$ cat config.mk
export PLATFORM = sky130hd
export DESIGN_NAME = board_reader
export DESIGN_NICKNAME = d
export VERILOG_FILES = /design/src/rtl/board_pkg.sv /design/src/rtl/board_scan_counter.sv /design/src/rtl/board_reader.sv
export SDC_FILE = /design/constraint.sdc
export NUM_CORES = 1
export LEC_CHECK = 0
export ABC_CLOCK_PERIOD_IN_PS = 1630
export CORE_MARGIN = 5
export CORE_UTILIZATION = 35
export CTS_CLUSTER_DIAMETER = 30
export DETAILED_ROUTE_END_ITERATION = 16
export PLACE_DENSITY = 0.78
export SYNTH_ARGS = -nofsm -noshare
export SYNTH_HDL_FRONTEND = slang
export SYNTH_SLANG_ARGS = --single-unit
export TNS_END_PERCENT = 50
$ cat constraint.sdc
create_clock -name clk -period 1.63 [get_ports clk]
set_input_delay 0.326 -clock clk [delete_from_list [all_inputs] [get_ports clk]]
set_output_delay 0.326 -clock clk [all_outputs]
set_load 0.05 [all_outputs]
$ cat src/rtl/board_pkg.sv
// board_pkg: shared board geometry, cell type and reader FSM states.
package board_pkg;

    localparam int ROWS   = 16;
    localparam int COLS   = 32;
    localparam int CELL_W = 6;
    localparam int ADR_W  = 9;

    typedef logic [CELL_W-1:0] cell_t;

    typedef enum logic [2:0] {
        ST_IDLE,
        ST_FETCH,
        ST_PRESENT,
        ST_LATCH,
        ST_DONE
    } reader_state_e;

endpackage

$ cat src/rtl/board_scan_counter.sv
// board_scan_counter: row/column position of the frame scan.
// clear has priority; next_row moves to column 0 of the following row;
// inc_col steps the column within the current row.
module board_scan_counter #(
    parameter int ROWS = board_pkg::ROWS,
    parameter int COLS = board_pkg::COLS
) (
    input  logic                      clk,
    input  logic                      reset,
    input  logic                      inc_col,
    input  logic                      next_row,
    input  logic                      clear,
    output logic [$clog2(ROWS)-1:0]   row,
    output logic [$clog2(COLS)-1:0]   col,
    output logic                      last_col,
    output logic                      last_row
);

    localparam int ROW_W = $clog2(ROWS);
    localparam int COL_W = $clog2(COLS);

    logic [ROW_W-1:0] r_row;
    logic [COL_W-1:0] r_col;

    // Position counters; the column only wraps through next_row.
    always_ff @(posedge clk) begin
        if (reset || clear) begin
            r_row <= '0;
            r_col <= '0;
        end else if (next_row) begin
            r_row <= r_row + 1'b1;
            r_col <= '0;
        end else if (inc_col) begin
            r_col <= r_col + 1'b1;
        end
    end

    assign row      = r_row;
    assign col      = r_col;
    assign last_col = (r_col == COL_W'(COLS - 1));
    assign last_row = (r_row == ROW_W'(ROWS - 1));

endmodule

$ cat src/rtl/board_reader.sv
// board_reader: walks the 512-cell board memory row-major, presents each
// cell over a valid/ready handshake, pulses latch after every row and
// donesending at frame end.
// Optional build macro BOARD_READER_AUTOREPEAT_EN: frames restart
// automatically after DONE instead of returning to IDLE.
module board_reader
    import board_pkg::*;
#(
    parameter int ROWS   = board_pkg::ROWS,
    parameter int COLS   = board_pkg::COLS,
    parameter int CELL_W = board_pkg::CELL_W,
    parameter int ADR_W  = board_pkg::ADR_W
) (
    input  logic                    clk,
    input  logic                    reset,
    input  logic                    start,
    output logic [ADR_W-1:0]        adr,
    input  logic [CELL_W-1:0]       rd,
    output logic [CELL_W-1:0]       pixel_data,
    output logic                    pixel_valid,
    input  logic                    pixel_ready,
    output logic [$clog2(ROWS)-1:0] row,
    output logic [$clog2(COLS)-1:0] col,
    output logic                    latch,
    output logic                    donesending,
    output logic                    busy
);

    reader_state_e           r_state;
    logic [CELL_W-1:0]       r_pixel_data;
    logic                    r_pixel_valid;
    logic                    r_latch;
    logic                    r_donesending;
    logic                    r_busy;

    logic [$clog2(ROWS)-1:0] w_row;
    logic [$clog2(COLS)-1:0] w_col;
    logic                    w_last_col;
    logic                    w_last_row;
    logic                    w_inc_col;
    logic                    w_next_row;
    logic                    w_clear;

    // Counter steering: each control is active for exactly one FSM transition.
    assign w_clear    = ((r_state == ST_IDLE) && start) || (r_state == ST_DONE);
    assign w_inc_col  = (r_state == ST_PRESENT) && pixel_ready && !w_last_col;
    assign w_next_row = (r_state == ST_LATCH) && !w_last_row;

    board_scan_counter #(
        .ROWS (ROWS),
        .COLS (COLS)
    ) u_scan_counter (
        .clk      (clk),
        .reset    (reset),
        .inc_col  (w_inc_col),
        .next_row (w_next_row),
        .clear    (w_clear),
        .row      (w_row),
        .col      (w_col),
        .last_col (w_last_col),
        .last_row (w_last_row)
    );

    // Frame FSM with registered handshake, pulse and busy outputs.
    // NOTE: every register here uses <= so all branches read the pre-edge
    // values of r_state and the counters; blocking = would let later
    // statements see half-updated state and break the cycle timing.
    always_ff @(posedge clk) begin
        if (reset) begin
            r_state       <= ST_IDLE;
            r_pixel_data  <= '0;
            r_pixel_valid <= 1'b0;
            r_latch       <= 1'b0;
            r_donesending <= 1'b0;
            r_busy        <= 1'b0;
        end else begin
            r_latch       <= 1'b0;
            r_donesending <= 1'b0;
            case (r_state)
                ST_IDLE: begin
                    if (start) begin
                        r_state <= ST_FETCH;
                        r_busy  <= 1'b1;
                    end
                end
                ST_FETCH: begin
                    r_pixel_data  <= rd;
                    r_pixel_valid <= 1'b1;
                    r_state       <= ST_PRESENT;
                end
                ST_PRESENT: begin
                    if (pixel_ready) begin
                        r_pixel_valid <= 1'b0;
                        if (w_last_col) begin
                            r_state <= ST_LATCH;
                            r_latch <= 1'b1;
                        end else begin
                            r_state <= ST_FETCH;
                        end
                    end
                end
                ST_LATCH: begin
                    if (w_last_row) begin
                        r_state       <= ST_DONE;
                        r_donesending <= 1'b1;
                    end else begin
                        r_state <= ST_FETCH;
                    end
                end
                ST_DONE: begin
`ifdef BOARD_READER_AUTOREPEAT_EN
                    r_state <= ST_FETCH;
`else
                    r_state <= ST_IDLE;
                    r_busy  <= 1'b0;
`endif
                end
                default: begin
                    r_state <= ST_IDLE;
                    r_busy  <= 1'b0;
                end
            endcase
        end
    end

    assign adr         = {w_row, w_col};
    assign row         = w_row;
    assign col         = w_col;
    assign pixel_data  = r_pixel_data;
    assign pixel_valid = r_pixel_valid;
    assign latch       = r_latch;
    assign donesending = r_donesending;
    assign busy        = r_busy;

endmodule
# Yosys cells after proc, flatten, opt, wreduce, memory -nomap -nowiden
# Cells that the tools add are included.
# classes
n_addsub	2
n_eq_ne	8
mux	11
reduce_logical	17
n_bitwise	4
# op_table
op	n
$pmux W3 S4	1
$mux W3	3
$eq A3 B2 Y1 const B	2
$reduce_and A2 Y1	3
$reduce_or A3 Y1	2
$add A5 B1 Y5 const B	1
$eq A5 B5 Y1 const B	1
$add A4 B1 Y4 const B	1
$eq A4 B4 Y1 const B	1
$logic_and A1 B1 Y1	4
$mux W1	4
$ne A2 B2 Y1 const B	2
$not A1 Y1	4
$pmux W1 S2	2
$reduce_or A2 Y1	2
$eq A3 B1 Y1 const B	1
$eq A3 B3 Y1 const B	1
$logic_not A3 Y1	1
$logic_not A1 Y1	2
$logic_or A1 B1 Y1	2
$mux W2	1
$reduce_bool A2 Y1	1
# word_totals
output_inout_bits	28
ff_bits	22
wordCells	50
in_bits	10

# Depth between registers and ports, before layout
# Gate-level depths: netlist of run 1.
# logic_depth
ltp_word	5
mapped_depth	6

# Cells and area by module
# A second synthesis of run 1 with hierarchy kept.
# hier_totals
cells_unflattened	103
area_unflattened_um2	1026.0
# by_module_without_submodules
module	instances	seq_area_each_um2	area_each_um2	cells_each
board_reader	1	260.2	584.3	61
board_scan_counter	1	180.2	441.7	42

# Least setup slack after synthesis of run 1
# Ideal clock, no wire load.
# synth_timing
path_kind	register to register
start	register u_scan_counter.r_col[0] (netlist: u_scan_counter.col[0])
end	register u_scan_counter.r_col[3] (netlist: u_scan_counter.col[3])
n_path_buf	0
arrival_ns	1.795
stages_incl_launch_ff	7
setup_slack_ns	-0.237
synth_period_minus_slack_ns	1.867
required_ns	1.558
cell_sequence	dfxtp_1 > ha_1 > and3_1 > ha_1 > nand4b_1 > or3_1 > a21oi_1
# synth_via
elab_chain_cells	3
elab_cells_between_ends	4
classes_between	add/sub (1); eq/ne (1); reduce/logical (2)
# synth_lines
item	line_no	source
start, declared	board_scan_counter.sv:23	logic [COL_W-1:0] r_col;
start signal, assigned	board_scan_counter.sv:34	r_col <= r_col + 1'b1;
$eq A5 B5 Y1	board_scan_counter.sv:40	assign last_col = (r_col == COL_W'(COLS - 1));
named net u_scan_counter.last_col	board_scan_counter.sv:15	output logic last_col,
$logic_not A1 Y1	board_reader.sv:46	assign w_inc_col = (r_state == ST_PRESENT) && pixel_ready && !w_last_col;
$logic_and A1 B1 Y1	board_reader.sv:46	
# The timed path passes the listed nets, and every way through them passes these cells.
# A chain may end at the register's enable or synchronous reset.

# Worst setup path after layout of run 1
# Same ends and word-level chain as after synthesis.

==> results of run 1 <==
==> registers in the layout (all words and copies together) (netlist names) <==
register	count
r_state	3
pixel_data	6
donesending	1
pixel_valid	1
busy	1
latch	1
u_scan_counter.row	4
u_scan_counter.col	5
==> placed cells by master, fill, tap and decap left out, types with 2 or more instances in the layout <==
cell and n:
nor2_1 11, and4_1 2, clkdlybuf4s50_1 9, clkbuf_4 3, nand3_1 2, ha_4 2
nor3_1 3, buf_12 4, dfxtp_2 2, dfxtp_1 18, or3_1 5, dfxtp_4 2
a21oi_1 10, o21ai_0 8, buf_4 35, mux2i_1 7, inv_1 5
==> synth_stat cells (all sizes together), types with 2 or more instances <==
cell    count
nor2       11
and4        2
and3        2
or3         5
mux2i       7
nand3       2
dfxtp      22
o21ai       8
nand3b      2
inv         5
buf        12
nor3        3
clkbuf      2
a21oi      11
ha          3
==> cell families (layout without fill, tap and decap cells) <==
logic type	after synthesis	after routing	synth area share
AO/OA/AOI/OAI	25	25	0.131
flip-flops	22	22	0.409
adder cells (fa/ha/maj)	3	3	0.0348
multiplexers	7	7	0.0650
AND/OR/NAND/NOR	38	38	0.249
buffers and inverters	19	57	0.112
==> path summary, 6_finish.rpt <==
path | startpoint | end | slack (ns)
max | u_scan_counter.col[0] | u_scan_counter.col[3] | 0.02
min | u_scan_counter.row[1] | u_scan_counter.row[1] | 0.51
max reg2reg | u_scan_counter.col[0] | u_scan_counter.col[3] | 0.02
min reg2reg | u_scan_counter.row[1] | u_scan_counter.row[1] | 0.51
==> routing by layer <==
metal  vias up  part of all wire  track usage
met5         -                 0            0
met4         0             0.022       0.0777
met3         6             0.031       0.0205
met2        22              0.54        0.219
met1       432              0.41        0.132
li1        472                 -            -
==> stage by stage <==
step | area, um^2 | hold slack, ns
5_1_grt | 1550 | 0.540
6_report | 1550 | 0.513
4_1_cts | 1510 | 0.513
3_5_place_dp | 1440 | 0.495
2_1_floorplan | 1090 | 0.473
3_3_place_gp | 1440 | 0.480
==> repair_timing <==
action	in CTS	in global routing
gates resized for setup	2	3
setup endpoints to repair	2	2
hold endpoints to repair	0	0
pin swaps	1	4
buffers inserted	0	3
==> critical path, cell delays in order (launching register included) <==
cell      delay, ns
dfxtp_4        0.37
ha_4           0.15
and3_4         0.18
ha_4           0.16
nand4b_1       0.18
or3_1          0.37
a21oi_2        0.13
==> where the power goes <==
| group | leakage, nW | switching [W] | internal (W) |
|---|---|---|---|
| clock network | 0.0279 | 0.000171 | 0.000249 |
| registers | 0.181 | 0.0000202 | 0.000553 |
| logic | 0.431 | 0.000106 | 0.0000836 |
| total | 0.640 | 0.000297 | 0.000885 |
==> cell type report <==
type,count,share of cell area
clock buffers,3,0.0146
clock inverters,1,0.0194
inverters,5,0.0121
multi-input cells,73,0.356
flip-flops and latches,22,0.291
well taps,33,0.0267
repair buffers,48,0.280
==> flow_metrics.py, run 1 <==
metrics = {
    "status": {
        "status": "completed",
    },
    "pwr": {
        "power.total_w": 0.00118,
        "ir_drop_mv": 0.288,
        "p_leak_nw": 0.640,
        "p_per_area_mw_per_mm2": 764,
    },
    "route": {
        "wl_per_cell_um": 13.4,
        "drcViolationCount": 0,
        "drt.antenna.violating_nets": 0,
        "vias": 932,
        "first_pass_iters": 4,
        "drt-total-wl_um": 2480,
        "routed_via_density": 5.04,
        "drt_iter0_drc": 21,
    },
    "yosys": {
        "synth_seq_cells": 22,
        "avgSynthCellArea_um2": 9.45,
        "yosys-top-cells-area": "dfxtp_1, buf_4, mux2i_1",
        "synthesis.area_mm2": 0.00108,
        "syn_nets": 127,
        "ys.flop_type": "dfxtp_1",
        "synth.largest_area_cell": "dfxtp_1",
        "async_flop_share": 0,
        "syn_inst": 114,
        "synth_edf_count": 0,
        "synth_warnings": 0,
        "yosysSeqAreaShare": 0.409,
        "synth.top_cell.area_share": 0.409,
        "synth_cell_types": 34,
    },
    "clock_tree": {
        "cts_max_level": 1,
        "cts_root_buf": "clkbuf_4",
        "cts_buffers": 3,
        "clkSinkCount": 22,
        "clock_latency_ns": 0.31,
        "cts_tree": "done",
        "cts_buffer_depth": 2,
        "cts_hold_buffers": 0,
        "clk_pin_slew_ns": 0.12,
    },
    "global_route": {
        "grt_pass1_wl_um": 4020,
        "overflow": 0,
        "track_usage": 0.122,
        "grt_max_degree": 14,
        "grt_pass1_vias": 908,
        "antenna_found_initial": 0,
    },
    "placed_design": {
        "pre_cts_ws_ns": -0.0543,
        "dp_cells": 178,
        "dp_hpwl_um": 1950,
        "io_buffers": 37,
        "gp_congestion": 0.796,
    },
    "timing": {
        "setup_tns_ns": 0,
        "finalWorstSetupSlack_ns": 0.0247,
        "worst_pin_slew_ns": 0.408,
        "period_share": 0.985,
        "rsz0062_at_grt": "yes",
        "fmax_mhz": 623,
        "final_max_slew_viol_count": 0,
        "slew_headroom": 0.727,
        "skew_ns": 0.00362,
        "hold_viol": 0,
        "min_period_ns": 1.61,
        "setup_viol": 0,
    },
    "die": {
        "die_y_um": 65.5,
        "placement_rows": 20,
        "io_pins": 38,
        "start_util": 0.359,
        "coreArea_mm2": 0.00300,
        "die-area_mm2": 0.00429,
        "die_x_um": 65.5,
    },
    "finish": {
        "areaGrowthSynthToFinish_pct": 43.6,
        "fin_util": 0.515,
        "final_cells": 185,
        "final_net_count": 166,
        "drive_above_1_share": 0.375,
        "fillers": 253,
        "seq_area_um2": 450,
        "multi_input_area_um2": 551,
        "antenna_cells": 0,
    },
    "worst_setup_path": {
        "worstPathMaxFanout": 5,
        "ff2ff_path_depth": 6,
        "crit_path_end_kind": "flop",
        "crit_arrival_ns": 1.87,
        "startpoint_type": "flop",
        "critPathKind": "reg2reg",
        "crit_required_ns": 1.89,
    },
    "run": {
        "cap_violations": 0,
    },
    "min_path": {
        "worstHoldPathType": "reg2reg",
        "worstHoldPathCells": 2,
    },
}
(Power assumes the default switching activity.)
==> inputs of run 2 (changes only) <==
--- a/config.mk
+++ b/config.mk
@@ -11,6 +11,7 @@
 export CTS_CLUSTER_DIAMETER = 30
 export DETAILED_ROUTE_END_ITERATION = 16
 export PLACE_DENSITY = 0.78
+export SKIP_LAST_GASP = 1
 export SYNTH_ARGS = -nofsm -noshare
 export SYNTH_HDL_FRONTEND = slang
 export SYNTH_SLANG_ARGS = --single-unit
==> results of run 2 <==
The final DEF is identical to that of run 1; final timing and power are the same.
==> inputs of run 3 (changes only) <==
==> constraint.sdc (replaced) <==
create_clock -name clk -period 1.63 [get_ports clk]
set_input_delay 0.489 -clock clk [delete_from_list [all_inputs] [get_ports clk]]
set_output_delay 0.489 -clock clk [all_outputs]
set_load 0.05 [all_outputs]
==> run 3 against run 2 <==
  * Combinational power grew 22%
  * Via count increased by 4.3%
  * Worst setup slack gained 0.052 ns
  * Critical path type unchanged
  * Hold slack gained 0.046 ns
  * Sequential power rose by 1%
  * First-iteration DRC count shrank 24%
  * Cell area increased by 19%
  * Clock power is 43% lower
==> flow_metrics.py, run 3 (synthesis results as in run 1) <==
metrics = {
    "status": {
        "status": "completed",
    },
    "die": {
        "die_y_um": 65.5,
        "start_util": 0.359,
        "die-area_mm2": 0.00429,
        "coreArea_mm2": 0.00300,
        "placement_rows": 20,
        "die_x_um": 65.5,
        "io_pins": 38,
    },
    "timing": {
        "worst_pin_slew_ns": 0.437,
        "rsz0062_at_grt": "yes",
        "hold_viol": 0,
        "setup_viol": 0,
        "min_period_ns": 1.55,
        "final_max_slew_viol_count": 0,
        "period_share": 0.953,
        "slew_headroom": 0.709,
        "fin_hold_ws_ns": 0.559,
        "fmax_mhz": 644,
        "skew_ns": 0.00703,
    },
    "worst_setup_path": {
        "worstPathMaxFanout": 4,
        "crit_family": "simple AND/OR/NAND/NOR gates",
        "path_buf_inv": 0,
        "critPathMaxStageDelay_ns": 0.37,
        "crit_arrival_ns": 1.80,
        "critPathKind": "reg2reg",
        "critPathSlowestCell": "dfxtp_4",
        "crit_path_cell_trace": "ha_4, and3_4, ha_4, nand4b_1, or3_1, a21oi_1",
        "crit_required_ns": 1.88,
        "startpoint_type": "flop",
        "crit_path_end_kind": "flop",
        "crit_top_cell": "ha_4",
    },
    "global_route": {
        "grt_max_degree": 13,
        "grt_use_met2": 0.240,
        "busiest_layer": "met2",
        "antenna_found_initial": 0,
        "overflow": 0,
        "grt_pass1_wl_um": 4290,
        "met1_usage": 0.140,
        "track_usage": 0.128,
        "gr-usage-met3": 0.0256,
        "grt_pass1_vias": 1011,
    },
    "route": {
        "drt.antenna.violating_nets": 0,
        "routed_via_density": 5.20,
        "drt_iter0_drc": 16,
        "drt-total-wl_um": 2690,
        "first_pass_iters": 4,
        "wl_per_cell_um": 14.4,
        "vias": 972,
        "drcViolationCount": 0,
    },
    "finish": {
        "mostFrequentLayoutCells": "buf_12, dfxtp_1, buf_4",
        "largest_reg_flops": 6,
        "drive_above_1_share": 0.377,
        "antenna_cells": 0,
        "areaGrowthSynthToFinish_pct": 70.4,
        "stdcell_area_mm2": 0.00184,
        "fin_util": 0.611,
        "final_common_cell": "buf_12",
        "final_net_count": 169,
    },
    "clock_tree": {
        "cts_hold_buffers": 0,
        "clk_pin_slew_ns": 0.12,
        "cts_buffers": 3,
        "cts_root_buf": "clkbuf_4",
        "clkSinkCount": 22,
        "cts_tree": "done",
        "cts_buffer_depth": 2,
        "clock_latency_ns": 0.30,
        "cts_max_level": 1,
    },
    "pwr": {
        "p_per_area_mw_per_mm2": 574,
        "p_leak_nw": 0.710,
        "ir_drop_mv": 0.429,
    },
    "placed_design": {
        "gp_congestion": 0.758,
        "io_buffers": 37,
        "placed_cell_area_mm2": 0.00178,
        "dp_hpwl_um": 2170,
    },
    "min_path": {
        "worstHoldPathType": "reg2reg",
    },
    "run": {
        "cap_violations": 0,
    },
}
## run 3: cell types whose count changed in the layout (fill, tap and decap cells not counted), sizes merged
cell    before  now
buf         39   42
bufinv       1    0
## run 3: layer usage
layer  wire (um)  vias up
li1            -      475
met1        1090      475
met2        1510       22
met3          94        0
met4           0        0
met5           0        -
## run 3: final timing paths
| path | startpoint | end | slack (ns) | cells past startpoint |
|---|---|---|---|---|
| setup / recovery | u_scan_counter.col[0] | u_scan_counter.col[3] | 0.08 | 6 |
| hold / removal | busy | busy | 0.56 | 2 |
| setup reg to reg | u_scan_counter.col[0] | u_scan_counter.col[3] | 0.08 | 6 |
| hold reg to reg | busy | busy | 0.56 | 2 |
## run 3: layout make-up
class	instances	area, um^2
fill	226	1170
timing repair buffer	51	756
inverter	5	18.8
tap	33	41.3
multi-input combinational	73	547
clock buffer	3	22.5
sequential	22	450
## run 3: per-stage QoR
step / instances / total power, W / worst slack, ns / setup TNS (ns)
after global routing: 187 / 0.00109 / -0.00454 / -0.00454
after detailed placement: 183 / 0.000824 / -0.206 / -0.922
after CTS: 187 / 0.00106 / 0.00687 / 0
after floorplan: 114 / 0.000705 / -0.0171 / -0.0171
after global placement: 183 / 0.000817 / -0.146 / -0.565
final: 187 / 0.00105 / 0.0771 / 0
## run 3: timing repair
action,4_1_cts,5_1_grt
buffers inserted,1,0
pin swaps,2,1
resized for setup,4,0
cloned,0,0
endpoints found under the setup margin,2,1
## run 3: worst reg2reg max path, delay by kind of cell, from the launching register on
family          cells  cell delay, ns
simple gates        3            0.70
flops               1            0.37
fa+ha+maj           2            0.32
compound gates      1            0.12
## run 3: report_power, final
group | leakage (nW) | switching, W | internal (W) | total (W)
clock | 0.0138 | 0.000155 | 0.0000862 | 0.000241
sequential | 0.181 | 0.0000280 | 0.000553 | 0.000581
combinational | 0.515 | 0.000110 | 0.000122 | 0.000231
